--- config.mk ---
export PLATFORM = sky130hd
export DESIGN_NAME = ram_arbiter
export DESIGN_NICKNAME = d
export VERILOG_FILES = /design/src/rtl/cpu_pkg.sv /design/src/rtl/rr_pick.sv /design/src/rtl/ram_arbiter.sv
export SDC_FILE = /design/constraint.sdc
export NUM_CORES = 1
export LEC_CHECK = 0
export BUFFER_PORTS_ARGS = -buffer_cell sky130_fd_sc_hd__buf_2
export CORE_AREA = 2 2 108 110
export DETAILED_ROUTE_END_ITERATION = 7
export DIE_AREA = 0 0 110 112
export PLACE_DENSITY = 0.54
export SKIP_CTS_REPAIR_TIMING = 1
export SYNTH_ARGS = -nofsm -noshare
export SYNTH_HDL_FRONTEND = slang
export SYNTH_HIERARCHICAL = 1
export SYNTH_SLANG_ARGS = --single-unit
--- constraint.sdc ---
create_clock -name i_clk -period 3.45 [get_ports i_clk]
set_input_delay 0 -clock i_clk [delete_from_list [all_inputs] [get_ports i_clk]]
set_output_delay 0 -clock i_clk [all_outputs]
set_load 0.005 [all_outputs]
--- src/rtl/cpu_pkg.sv ---
// cpu_pkg: shared arbiter state type, requester indices and RAM word width
package cpu_pkg;
  typedef enum logic {ARB, BURST} ArbState;
  localparam int REQ_FETCH = 0;
  localparam int REQ_DATA = 1;
  localparam int REQ_DMA = 2;
  localparam int RAM_WORD_W = 32;
endpackage

--- src/rtl/rr_pick.sv ---
// rr_pick: combinational round-robin picker, first valid requester after last
module rr_pick (
  input  logic [2:0] valid,
  input  logic [1:0] last,
  output logic [2:0] grant,
  output logic [1:0] idx
);
  // scan from the farthest candidate back to the nearest so the nearest valid one wins
  always_comb begin
    grant = '0;
    idx = '0;
    for (int k = 3; k >= 1; k--)
      if (valid[(int'(last) + k) % 3]) begin
        idx = 2'((int'(last) + k) % 3);
        grant = 3'(3'b001 << idx);
      end
  end
endmodule

--- src/rtl/ram_arbiter.sv ---
// ram_arbiter: round-robin arbiter with locked bursts for a shared 32-bit RAM; RAM_ARBITER_DMA_EN enables requester 2
module ram_arbiter
  import cpu_pkg::*;
#(
  parameter int ADDR_W = 14,
  parameter int BURST_MAX = 4
) (
  input  logic                  i_clk,
  input  logic                  i_rst,
  input  logic [2:0]            i_req_valid,
  input  logic [2:0]            i_req_we,
  input  logic [2:0]            i_req_lock,
  input  logic [11:0]           i_req_be,
  input  logic [3*ADDR_W-1:0]   i_req_addr,
  input  logic [95:0]           i_req_wdata,
  output logic [2:0]            o_req_ready,
  output logic [2:0]            o_rsp_valid,
  output logic [RAM_WORD_W-1:0] o_rsp_rdata,
  output logic                  o_ram_en,
  output logic [3:0]            o_ram_we,
  output logic [ADDR_W-1:0]     o_ram_addr,
  output logic [RAM_WORD_W-1:0] o_ram_wdata,
  input  logic [RAM_WORD_W-1:0] i_ram_rdata
);
`ifdef RAM_ARBITER_DMA_EN
  localparam logic [2:0] REQ_MASK = 3'b111;
  localparam logic [1:0] RR_RST = 2'(REQ_DMA);
`else
  localparam logic [2:0] REQ_MASK = 3'b011;
  localparam logic [1:0] RR_RST = 2'(REQ_DATA);
`endif
  ArbState state, state_n;
  logic [1:0] rr_last, rr_last_n, owner, owner_n, pick_idx, widx;
  logic [2:0] valid_m, pick_grant, grant, rsp_q;
  logic [3:0] cnt, cnt_n, w_be;
  logic xfer, w_we, w_lock;
  logic [ADDR_W-1:0] w_addr;
  logic [RAM_WORD_W-1:0] w_wdata;

  assign valid_m = i_req_valid & REQ_MASK;

  rr_pick u_pick (
    .valid(valid_m),
    .last(rr_last),
    .grant(pick_grant),
    .idx(pick_idx)
  );

  assign widx = state == BURST ? owner : pick_idx;
  assign grant = state == BURST ? (valid_m[owner] ? 3'(3'b001 << owner) : 3'b000) : pick_grant;
  assign xfer = |grant && !i_rst;
  assign w_be = i_req_be[4*widx +: 4];
  assign w_addr = i_req_addr[ADDR_W*widx +: ADDR_W];
  assign w_wdata = i_req_wdata[RAM_WORD_W*widx +: RAM_WORD_W];
  assign w_we = i_req_we[widx];
  assign w_lock = i_req_lock[widx];

  assign o_req_ready = xfer ? grant : 3'b000;
  assign o_ram_en = xfer;
  assign o_ram_we = xfer ? w_be & {4{w_we}} : 4'b0000;
  assign o_ram_addr = xfer ? w_addr : '0;
  assign o_ram_wdata = xfer ? w_wdata : '0;
  assign o_rsp_valid = rsp_q;
  assign o_rsp_rdata = |rsp_q ? i_ram_rdata : '0;

  // next state: enter a burst on a locked beat, leave it on unlock, full count or a dropped valid
  always_comb begin
    state_n = state;
    owner_n = owner;
    rr_last_n = rr_last;
    cnt_n = cnt;
    if (state == ARB) begin
      if (xfer && w_lock && BURST_MAX > 1) begin
        state_n = BURST;
        owner_n = widx;
        cnt_n = 4'd1;
      end else if (xfer) rr_last_n = widx;
    end else if (!xfer || !w_lock || cnt + 4'd1 == 4'(BURST_MAX)) begin
      state_n = ARB;
      rr_last_n = owner;
      cnt_n = '0;
    end else cnt_n = cnt + 4'd1;
  end

  // state registers; a read beat marks its requester for a response next cycle
  always_ff @(posedge i_clk or posedge i_rst)
    if (i_rst) begin
      state <= ARB;
      owner <= '0;
      rr_last <= RR_RST;
      cnt <= '0;
      rsp_q <= '0;
    end else begin
      state <= state_n;
      owner <= owner_n;
      rr_last <= rr_last_n;
      cnt <= cnt_n;
      rsp_q <= xfer && !w_we ? grant : 3'b000;
    end
endmodule

==> impl_results.md <==
- Synthesized area per cell: 6.603 µm²
- Max Clock Skew: 4.099 ps
- Area leader, netlist: mux2i_1
- Fin Setup TNS: 0 ps
- Fillers: 1184
- Gp weighted congestion: 0.8120
- DR vias: 3706
- # diodes: 0
- Initial antenna violation count: 0
- Clock latency on the worst-skew pair: 240 ps
- Pwr dens: 1017 nW/µm²
- Crit share post-route: 94.24%
- Full die area: 12320 µm²
- Root buf cell: clkbuf_16
- Largest net degree at the start of global routing: 47
- Core Region: 11170 µm²
- HP Class: in -> reg
- IO Port Bufs: 280
- CP startpoint kind: flop
- Crit-path max FO: 8
- Largest stage delay on the critical path: 550 ps
- Ys flop type: dfrtp_1
- Die W: 110 µm
- DRC viols: 0
- CTS clk-pin slew, worst paths: 50 ps
- Sequential area share after synthesis: 11.95%
- WS Path Type: reg -> reg
- DRT Pass-1 Iters: 4
- DR iter-0 viols: 95
- Delay-heaviest family, CP: compound AO/OA/AOI/OAI gates
- Post-synth top area share: 20.24%
- Layout area overhead: 67.41%
- Synth warnings: 6
- Gr usage total: 15.27%
- CP required: 3580 ps
- Leak: 2.479 nW
- Worst-path cell chain: inv_1 -> ha_1 -> nand2_1 -> a21boi_0 -> o21ai_0 -> o32ai_2 -> or3b_1 -> a21bo_1 -> o21a_4 -> nor3_1 -> mux2_2
- Synth unique cells: 49
- Die height: 112 µm
- H-tree depth: 1
- Reg2Reg Setup Slack: 200 ps
- Share of cells above drive strength 1: 47.86%
- Achievable Freq: 307.6 MHz
- Post-synth top cells: nor2_1, a21oi_1, mux2i_1, nor2b_1, inv_1
- Worst r2r src: rr_last[0]
- Total grt overflow: 0
- Worst rel slew slack: 54.55%
- Final setup fails: 0
- Hold path depth: 4
- Initial Utilization: 22.57%
- Gate Count Post-Synth: 382
- RSZ-0062 raised after global routing: false
- WHS Endpoint: o_rsp_valid[0]
- Max_cap viols: 0
- Synthesized flop and latch total: 12
- CP max stage cell: dfstp_2
- Post-synth EDFFs: 0
- Leading post-synthesis cells by cell area: mux2i_1, nor2_1, dfrtp_1, a21oi_1, nor2b_1
- Start point of the worst hold path: i_req_we[1]
- First-pass GRT wire length: 15.25 mm
- Post-synth ARST share: 100.0%
- Post-synthesis cell area: 2522 µm²
- CP endpoint kind: flop
- Cts bufs inserted: 3
- Clock Tree Buf Depth: 2
- Vias per cell: 4.650
- Run status: completed
- Final Slew Violations: 0
- DP Wirelength: 8.693 mm
- Tmin final: 3251 ps
- CP arrival: 3380 ps
- Vias in the first global route: 3407
- Most common cell in the netlist: nor2_1
- Post-DRT Antenna Nets: 0
- Routed WL: 10.16 mm
- I/O pins: 282
- R2r endpoint: owner[0]
- VDD IR-drop max: 0.6919 mV
- Worst Tran Pin Value: 681.8 ps
- Num rows: 39
- Fin Hold WS: 223.1 ps
- Worst Path Buf+Inv: 1
- CTS tree: yes
- Fin nets: 854
- Wire per inst: 12.75 µm
- Final hold viol count: 0
- Reg2reg path depth: 11
- Clock sinks: 12
report_power, final:
group	leakage [nW]	internal [mW]	switching [mW]
combinational	2.28	1.71	2.06
clock	0.0442	0.175	0.0664
sequential	0.156	0.197	0.0781
tightest hold or removal path: stages:
cell    delay, ps
buf_2          90
a22o_1        170
buf_4         130
nor2_1         40
area by class of cell:
type	instances	area [µm²]	area share (%)
Inverter	14	52.55	1.244
Tap cell	143	178.9	4.237
Clock buffer	4	88.84	2.104
Timing Repair Buffer	292	1526	36.15
Multi-Input combinational cell	332	2074	49.13
Sequential cell	12	301.5	7.141
registers in the layout, summed over array words and instances (netlist names):
| signal | cells |
|---|---|
| rr_last | 2 |
| owner | 2 |
| state | 1 |
| o_rsp_valid | 3 |
| cnt | 4 |
routing by layer:
| metal | part of all wire, % | up-vias | wire (µm) | GRT usage [%] |
|---|---|---|---|---|
| li1 | - | 1857 | - | - |
| met1 | 35 | 1632 | 3604 | 16.08 |
| met2 | 53 | 203 | 5338 | 30.14 |
| met3 | 9.9 | 14 | 1010 | 2.400 |
| met4 | 2.1 | 0 | 210 | 4.304 |
| met5 | 0 | - | 0 | 0 |
cell usage in the layout (no fill, tap or decap), drive strengths merged, types with 2 or more instances in the layout:
cell and instances:
mux2i 52, conb 4, clkbuf 4, nor3 5, nand2 8, o22a 2, nand2b 5, or3 3
buf 291, a22oi 4, a211oi 2, ha 6, dfrtp 11, nor2b 37, o21a 2, inv 14
a21oi 51, o32ai 2, o21ai 11, nor2 106, nand3b 2, mux2 9, nand3 2, o22ai 3
through the flow:
stage,setup slack (ps),power [mW],instance area [µm²],util [%],cells
floorplan,444.3,2.708,2534,-,385
global route,4.854,4.786,4223,37.79,797
global placement,274.1,4.043,4109,36.77,791
finish,198.7,4.294,4223,37.79,797
detailed placement,213.9,4.094,4109,36.77,791
CTS,109.5,4.337,4198,37.57,795
cell families (layout without fill, tap and decap cells):
logic type               after synthesis  after routing  share of synthesized area (%)
AO/OA/AOI/OAI                         87             87                          20.83
AND/OR/NAND/NOR                      174            174                          32.14
flip-flops                            12             12                          11.95
multiplexers                          61             61                          24.80
buffers and inverters                 41            310                          7.142
adder cells (fa/ha/maj)                6              6                          2.976
other                                  1              4                         0.1487
how the worst max path moves through the flow:
| stage | start | endpoint | slack [ps] | depth (start not counted) |
|---|---|---|---|---|
| finish | rr_last[0] | owner[0] | 200 | 11 |
| global route | rr_last[0] | owner[0] | 5 | 11 |
| CTS | rr_last[0] | o_ram_we[0] | 110 | 13 |
| detailed placement | rr_last[0] | owner[0] | 210 | 11 |
| global placement | rr_last[0] | owner[0] | 270 | 11 |
| floorplan | rr_last[0] | owner[0] | 440 | 12 |
Power figures use the tool's default switching activity.
